### config.mk
export PLATFORM = sky130hd
export DESIGN_NAME = kim_mux_arb_nto1_flat
export DESIGN_NICKNAME = d
export VERILOG_FILES = /design/src/rtl/kim_mux_arb_nto1_pkg.sv /design/src/rtl/kim_mux_arb_nto1_if.sv /design/src/rtl/kim_mux_arb_nto1_rr_arbiter.sv /design/src/rtl/kim_mux_arb_nto1.sv /design/src/flat_wrapper.sv
export SDC_FILE = /design/constraint.sdc
export NUM_CORES = 1
export LEC_CHECK = 0
export BUFFER_PORTS_ARGS = -buffer_cell sky130_fd_sc_hd__buf_4
export CAP_MARGIN = 20
export CELL_PAD_IN_SITES_DETAIL_PLACEMENT = 2
export CELL_PAD_IN_SITES_GLOBAL_PLACEMENT = 2
export CORE_MARGIN = 2
export CORE_UTILIZATION = 20
export CTS_CLUSTER_SIZE = 28
export DETAILED_ROUTE_END_ITERATION = 6
export GPL_TIMING_DRIVEN = 0
export PLACE_DENSITY_LB_ADDON = 0.1
export SYNTH_ARGS = -nofsm -noshare
export SYNTH_HDL_FRONTEND = slang
export SYNTH_SLANG_ARGS = --single-unit
### constraint.sdc
create_clock -name clk -period 3.3 [get_ports clk]
set_input_delay 0.33 -clock clk [delete_from_list [all_inputs] [get_ports clk]]
set_output_delay 0.33 -clock clk [all_outputs]
set_load 0.1 [all_outputs]
### src/rtl/kim_mux_arb_nto1_pkg.sv
// Shared constants and helpers for the N-to-1 arbitrated output mux.
package kim_mux_pkg;

  localparam int ARB_FIXED = 0;
  localparam int ARB_RR    = 1;

  // Ceiling log2 for small positive values (channel counts up to 16)
  function automatic int clog2(input int value);
    int result;
    result = 0;
    for (int i = 0; i < 31; i++) begin
      if ((1 << i) < value) begin
        result = i + 1;
      end
    end
    return result;
  endfunction

  // Select-index width, never narrower than one bit
  function automatic int selWidth(input int numIn);
    return (clog2(numIn) < 1) ? 1 : clog2(numIn);
  endfunction

endpackage

### src/rtl/kim_mux_arb_nto1_if.sv
// Producer-side valid/ready channels plus the single registered consumer port.
interface kim_mux_arb_nto1_if
  import kim_mux_pkg::*;
#(
  parameter int MUX_DATA_WIDTH = 32,
  parameter int MUX_NUM_IN     = 4,
  parameter int SEL_WIDTH      = selWidth(MUX_NUM_IN)
);

  logic [MUX_NUM_IN-1:0]                in_valid;
  logic [MUX_NUM_IN*MUX_DATA_WIDTH-1:0] in_data;
  logic [MUX_NUM_IN-1:0]                in_ready;
  logic                                 out_valid;
  logic [MUX_DATA_WIDTH-1:0]            out_data;
  logic [SEL_WIDTH-1:0]                 out_sel;
  logic                                 out_ready;

  // Environment side: producers and consumer
  modport master (
    output in_valid, in_data, out_ready,
    input  in_ready, out_valid, out_data, out_sel
  );

  // Mux side
  modport slave (
    input  in_valid, in_data, out_ready,
    output in_ready, out_valid, out_data, out_sel
  );

endinterface

### src/rtl/kim_mux_arb_nto1_rr_arbiter.sv
// Grant logic for the N-to-1 mux: fixed priority or round-robin with a
// pointer that only moves when the granted request is actually taken.
module kim_rr_arbiter
  import kim_mux_pkg::*;
#(
  parameter int  NUM_REQ  = 4,
  parameter int  ARB_MODE = ARB_FIXED,
  localparam int IDX_W    = selWidth(NUM_REQ)
) (
  input  logic               clk,
  input  logic               rst,
  input  logic [NUM_REQ-1:0] req,
  input  logic               en,
  output logic [NUM_REQ-1:0] grant_onehot,
  output logic [IDX_W-1:0]   grant_idx,
  input  logic               advance
);

  localparam logic [IDX_W:0]   NUM_REQ_EXT = (IDX_W+1)'(NUM_REQ);
  localparam logic [IDX_W-1:0] LAST_IDX    = IDX_W'(NUM_REQ - 1);

  logic [IDX_W-1:0] ptr_q;
  logic [IDX_W-1:0] ptr_d;
  logic [IDX_W:0]   candidate;
  logic             found;

  // Scan upward from the pointer with wrap; in fixed mode the pointer stays 0
  always_comb begin
    found        = 1'b0;
    grant_idx    = '0;
    grant_onehot = '0;
    candidate    = '0;
    if (en && !rst) begin
      for (int off = 0; off < NUM_REQ; off++) begin
        candidate = {1'b0, ptr_q} + (IDX_W+1)'(off);
        if (candidate >= NUM_REQ_EXT) begin
          candidate = candidate - NUM_REQ_EXT;
        end
        if (!found && req[candidate[IDX_W-1:0]]) begin
          found     = 1'b1;
          grant_idx = candidate[IDX_W-1:0];
        end
      end
      if (found) begin
        grant_onehot = NUM_REQ'(1) << grant_idx;
      end
    end
  end

  // Next pointer: one past the channel just served, wrapping to 0
  always_comb begin
    ptr_d = ptr_q;
    if (ARB_MODE == ARB_RR && advance) begin
      ptr_d = (grant_idx == LAST_IDX) ? '0 : grant_idx + IDX_W'(1);
    end
  end

  // Pointer register
  always_ff @(posedge clk) begin
    if (rst) begin
      ptr_q <= '0;
    end else begin
      ptr_q <= ptr_d;
    end
  end

endmodule

### src/rtl/kim_mux_arb_nto1.sv
// N-to-1 valid/ready mux with an internal arbiter and a registered,
// pipe-through output stage (a new word may load in the cycle the old one leaves).
module kim_mux_arb_nto1
  import kim_mux_pkg::*;
#(
  parameter int  MUX_DATA_WIDTH = 32,
  parameter int  MUX_NUM_IN     = 4,
  parameter int  ARB_MODE       = ARB_FIXED,
  localparam int SEL_WIDTH      = selWidth(MUX_NUM_IN)
) (
  input logic              clk,
  input logic              rst,
  kim_mux_arb_nto1_if.slave bus
);

  logic                      loadEn;
  logic                      transfer;
  logic [MUX_NUM_IN-1:0]     grantOnehot;
  logic [SEL_WIDTH-1:0]      grantIdx;
  logic [MUX_DATA_WIDTH-1:0] selData;

  logic                      outValid_q;
  logic                      outValid_d;
  logic [MUX_DATA_WIDTH-1:0] outData_q;
  logic [MUX_DATA_WIDTH-1:0] outData_d;
  logic [SEL_WIDTH-1:0]      outSel_q;
  logic [SEL_WIDTH-1:0]      outSel_d;

  // The output register can take a word when empty or when its word is leaving
  assign loadEn = !outValid_q || bus.out_ready;

  kim_rr_arbiter #(
    .NUM_REQ  (MUX_NUM_IN),
    .ARB_MODE (ARB_MODE)
  ) u_arbiter (
    .clk          (clk),
    .rst          (rst),
    .req          (bus.in_valid),
    .en           (loadEn),
    .grant_onehot (grantOnehot),
    .grant_idx    (grantIdx),
    .advance      (transfer)
  );

  assign bus.in_ready  = grantOnehot;
  assign transfer      = |(bus.in_valid & grantOnehot);
  assign bus.out_valid = outValid_q;
  assign bus.out_data  = outData_q;
  assign bus.out_sel   = outSel_q;

  // Pick the granted channel's data word (grant is one-hot or zero)
  always_comb begin
    selData = '0;
    for (int i = 0; i < MUX_NUM_IN; i++) begin
      if (grantOnehot[i]) begin
        selData = bus.in_data[i*MUX_DATA_WIDTH +: MUX_DATA_WIDTH];
      end
    end
  end

  // Output stage next state: load on transfer, drain to empty when idle, hold on stall
  always_comb begin
    outValid_d = outValid_q;
    outData_d  = outData_q;
    outSel_d   = outSel_q;
    if (loadEn) begin
      outValid_d = transfer;
      if (transfer) begin
        outData_d = selData;
        outSel_d  = grantIdx;
      end
    end
  end

  // Output register; reset discards any held word
  always_ff @(posedge clk) begin
    if (rst) begin
      outValid_q <= 1'b0;
      outData_q  <= '0;
      outSel_q   <= '0;
    end else begin
      outValid_q <= outValid_d;
      outData_q  <= outData_d;
      outSel_q   <= outSel_d;
    end
  end

endmodule
### src/flat_wrapper.sv
// flat-port wrapper written by rule: the top's interface ports become plain ports
module kim_mux_arb_nto1_flat import kim_mux_pkg::*;
#(
  parameter int  MUX_DATA_WIDTH = 32,
  parameter int  MUX_NUM_IN     = 4,
  parameter int  ARB_MODE       = ARB_FIXED,
  localparam int SEL_WIDTH      = selWidth(MUX_NUM_IN)
)
  (clk, rst, bus_in_valid, bus_in_data, bus_out_ready, bus_in_ready, bus_out_valid, bus_out_data, bus_out_sel);
  kim_mux_arb_nto1_if #(.MUX_DATA_WIDTH(MUX_DATA_WIDTH), .MUX_NUM_IN(MUX_NUM_IN)) bus_i ();
  input logic clk;
  input logic rst;
  input wire logic [$bits(bus_i.in_valid)-1:0] bus_in_valid;
  input wire logic [$bits(bus_i.in_data)-1:0] bus_in_data;
  input wire logic [$bits(bus_i.out_ready)-1:0] bus_out_ready;
  output wire logic [$bits(bus_i.in_ready)-1:0] bus_in_ready;
  output wire logic [$bits(bus_i.out_valid)-1:0] bus_out_valid;
  output wire logic [$bits(bus_i.out_data)-1:0] bus_out_data;
  output wire logic [$bits(bus_i.out_sel)-1:0] bus_out_sel;
  assign bus_i.in_valid = bus_in_valid;
  assign bus_i.in_data = bus_in_data;
  assign bus_i.out_ready = bus_out_ready;
  assign bus_in_ready = bus_i.in_ready;
  assign bus_out_valid = bus_i.out_valid;
  assign bus_out_data = bus_i.out_data;
  assign bus_out_sel = bus_i.out_sel;
  kim_mux_arb_nto1 #(.MUX_DATA_WIDTH(MUX_DATA_WIDTH), .MUX_NUM_IN(MUX_NUM_IN), .ARB_MODE(ARB_MODE)) u_core (.clk(clk), .rst(rst), .bus(bus_i));
endmodule
==> summary.md <==
| Metric | Value |
|---|---|
| Run status | completed |
| Flip-flop and latch count after synthesis | 35 |
| Site Rows | 37 |
| Final max-slew violation count | 0 |
| Post-CTS Hold Buffers | 0 |
| Hold Crit Start | rst |
| Sequential cell area in the final layout | 701 sq um |
| Cell-by-cell trace of the critical path | nor2b_2, nor2_1, clkbuf_1, and2_1, buf_4 |
| Critical Setup Path Class | register to output port |
| Crit path capture type | output port |
| Antenna-violating nets left | 0 |
| Overall global routing resource usage | 18.2% |
| Reg2reg setup slack | 1.78 ns |
| Initial antenna violation count | 0 |
| Final cell area excluding filler cells | 0.00359 sq mm |
| Buffer cell driving the clock tree root | sky130_fd_sc_hd__clkbuf_8 |
| Routed len/inst | 18.2 um |
| Wire length of the first global-routing pass | 16.1 mm |
| Synthesized instance count | 251 |
| Maximum frequency from static timing analysis | 426 MHz |
| Number of nets in the final layout | 562 |
| Number of max-capacitance violations reported | 0 |
| Final Hold Viols | 0 |
| Post-synthesis instance area | 0.00207 sq mm |
| RSZ-0062 raised after global routing | false |
| IR Drop Worst-Case VDD | 0.147 mV |
| Sequential area share after synthesis | 33.8% |
| Post-synthesis to final-layout area growth | 73.2% |
| Net count of the mapped netlist | 386 |
| Share of layout cells above drive strength 1 | 46.0% |
| Worst slew margin | 60.7% |
| RR Startpoint | u_core.bus.out_valid |
| Total of cells resized after clock tree synthesis | 0 |
| Longest Clk Path Bufs | 2 |
| Maximum number of pins on one net before global-route repair | 11 |
| Worst path required time | 2.97 ns |
| TritonCTS clock tree | done |
| Final setup violating endpoints | 0 |
| Crit-path max cell delay | 0.43 ns |
| Number of global-route vias before repair | 3,128 |
| Lkg Pwr | 0.00168 uW |
| Clock buffers created by TritonCTS | 5 |
| Arrival time of the worst setup path | 2.01 ns |
| Floorplan core area | 0.0102 sq mm |
| Depth of the most critical reg-to-reg path | 5 |
| CTS clock-pin slew for the worst setup and hold paths | 0.07 ns |
| Type of origin of the critical path | register |
| Count of unresolved DRC violations after routing | 0 |
| Insertion delay of the later-clocked pin in the worst-skew pair | 0.28 ns |
| Distinct cell type count after synthesis | 28 |
| Cell area after placement | 0.00352 sq mm |
| Total gr overflow | 0 |
| Sinks on Clock Net | 35 |
| Final Routed Wirelength | 10.2 mm |
| Starting density of the core | 20.4% |
| Die Height | 106 um |
| Endpoint of the worst-slack reg-to-reg timing path | u_core.bus.out_data[26] |
| PD cells | 422 mW/mm^2 |
| Critical-path maximum fanout | 10 |
| Die X | 106 um |
| Worst hold endpoint | u_core.bus.out_valid |
| Detailed placement HPWL | 8.06 mm |
| Cell with the biggest individual delay on the critical path | sky130_fd_sc_hd__clkbuf_1 |
| Setup TNS after final layout | 0 ns |
| Total number of vias | 2,743 |
| Number of top-level pins | 174 |
| Cell type group with the largest total delay on the critical path | buffers and inverters |
| Post-route clock skew | 0.00541 ns |
| Slew at the pin closest to its max-slew limit | 0.590 ns |
| Die Footprint | 0.0112 sq mm |
| Filler cells | 1,237 |
| Final Wtd Congestion | 0.746 |
| Multi-input logic area | 0.00121 sq mm |
| Antenna diode instance count | 0 |
| Number of buffer and inverter stages on the critical path | 2 |
| Synth Warn # | 0 |
| Final critical-path share of the clock period | 71.1% |
| Syn avg cell area | 8.26 sq um |
| Clock H-tree levels | 2 |
| # Post-CTS Setup Buffers | 0 |
| Fin crit period | 2.34 ns |
| Count of port buffers added during placement | 169 |
| Number of stages on the worst hold path | 2 |
| Vias/cell | 4.88 |
| Initial DRC count | 52 |
| Path class of the lowest-slack min-delay path | input port to register |
| Detailed-router iteration count before antenna repair | 4 |
==> layer usage <==
metal	routed length, um	GRT usage, %	part of all wire [%]
met1	4280	21.1	42
met2	5180	33.5	51
met3	645	4.76	6.3
met4	109	3.67	1.1
met5	0	0	0
==> worst max-delay path by stage <==
| stage | startpoint | to | slack, ns | cells past startpoint |
|---|---|---|---|---|
| after floorplan | u_core.bus.out_valid | bus_in_ready[3] | 0.28 | 3 |
| after global placement | rst | bus_in_ready[0] | 1.15 | 5 |
| after detailed placement | rst | bus_in_ready[0] | 1.16 | 5 |
| after CTS | u_core.bus.out_valid | bus_in_ready[0] | 0.89 | 5 |
| after global routing | u_core.bus.out_valid | bus_in_ready[0] | 0.76 | 5 |
| final | u_core.bus.out_valid | bus_in_ready[0] | 0.96 | 5 |
==> sequential cells by signal, indices dropped and copies added (netlist names) <==
name / flops
u_core.bus.out_valid: 1
u_core.bus.out_sel: 2
u_core.bus.out_data: 32
==> cell usage in the layout, fill, tap and decap left out, types with 3 or more instances in the layout <==
master / synthesis / layout
sky130_fd_sc_hd__buf_4: 4 / 173
sky130_fd_sc_hd__o31ai_1: 32 / 32
sky130_fd_sc_hd__buf_6: 4 / 4
sky130_fd_sc_hd__nand2b_1: 3 / 3
sky130_fd_sc_hd__nand2_1: 32 / 32
sky130_fd_sc_hd__dfxtp_1: 35 / 35
sky130_fd_sc_hd__a221oi_1: 31 / 31
sky130_fd_sc_hd__clkbuf_8: 0 / 5
sky130_fd_sc_hd__nor2_1: 36 / 36
sky130_fd_sc_hd__clkbuf_1: 15 / 16
sky130_fd_sc_hd__buf_2: 6 / 6
sky130_fd_sc_hd__a22o_1: 30 / 30
==> metrics by stage <==
stage               worst slack [ns]  utilization [%]  instances  power, uW  hold WS [ns]
finish                         0.955             35.3        562       1510         0.352
global route                   0.762             35.3        562       1600         0.361
CTS                            0.887             35.3        562       1540         0.347
detailed placement              1.16             34.5        556       1240         0.456
global placement                1.15             34.5        556       1230         0.448
floorplan                      0.276                -        251        982         0.495
==> power by group <==
| part | switching (uW) | internal, uW | total, uW | leakage (uW) |
|---|---|---|---|---|
| sequential | 23.1 | 466 | 489 | 0.000291 |
| combinational | 493 | 239 | 732 | 0.00136 |
| clock | 153 | 141 | 294 | 0.0000371 |
==> synth_stat cells (all sizes together) <==
cell	n	area (sq um)
nor2b	4	30.0
nand2	32	120
dfxtp	35	701
a21oi	2	10.0
a221oi	31	272
o211ai	2	15.0
o22a	2	17.5
nor2	37	141
nor4	2	18.8
o2bb2ai	1	8.76
buf	14	105
clkbuf	15	56.3
o21ai	1	5.00
nor3	2	15.0
or4	1	11.3
a22o	30	263
and2	1	6.26
inv	3	11.3
nand2b	3	18.8
o31ai	32	240
a21o	1	7.51
==> layout make-up <==
type                       instances  area share (%)
sequential                        35            19.5
multi-input combinational        184            33.6
timing repair buffer             169            35.3
clock buffer                       6            2.02
inverter                           3           0.314
buffer                            29            4.49
tap                              136            4.74
==> kinds of logic after synthesis <==
family / Yosys count / share of synthesized area, %
AOI/OAI and AO/OA: 102 / 40.4
buffers and inverters: 32 / 8.33
DFF: 35 / 33.8
and+or+nand+nor: 82 / 17.4
Note: power is estimated with default switching activity, not from simulation.
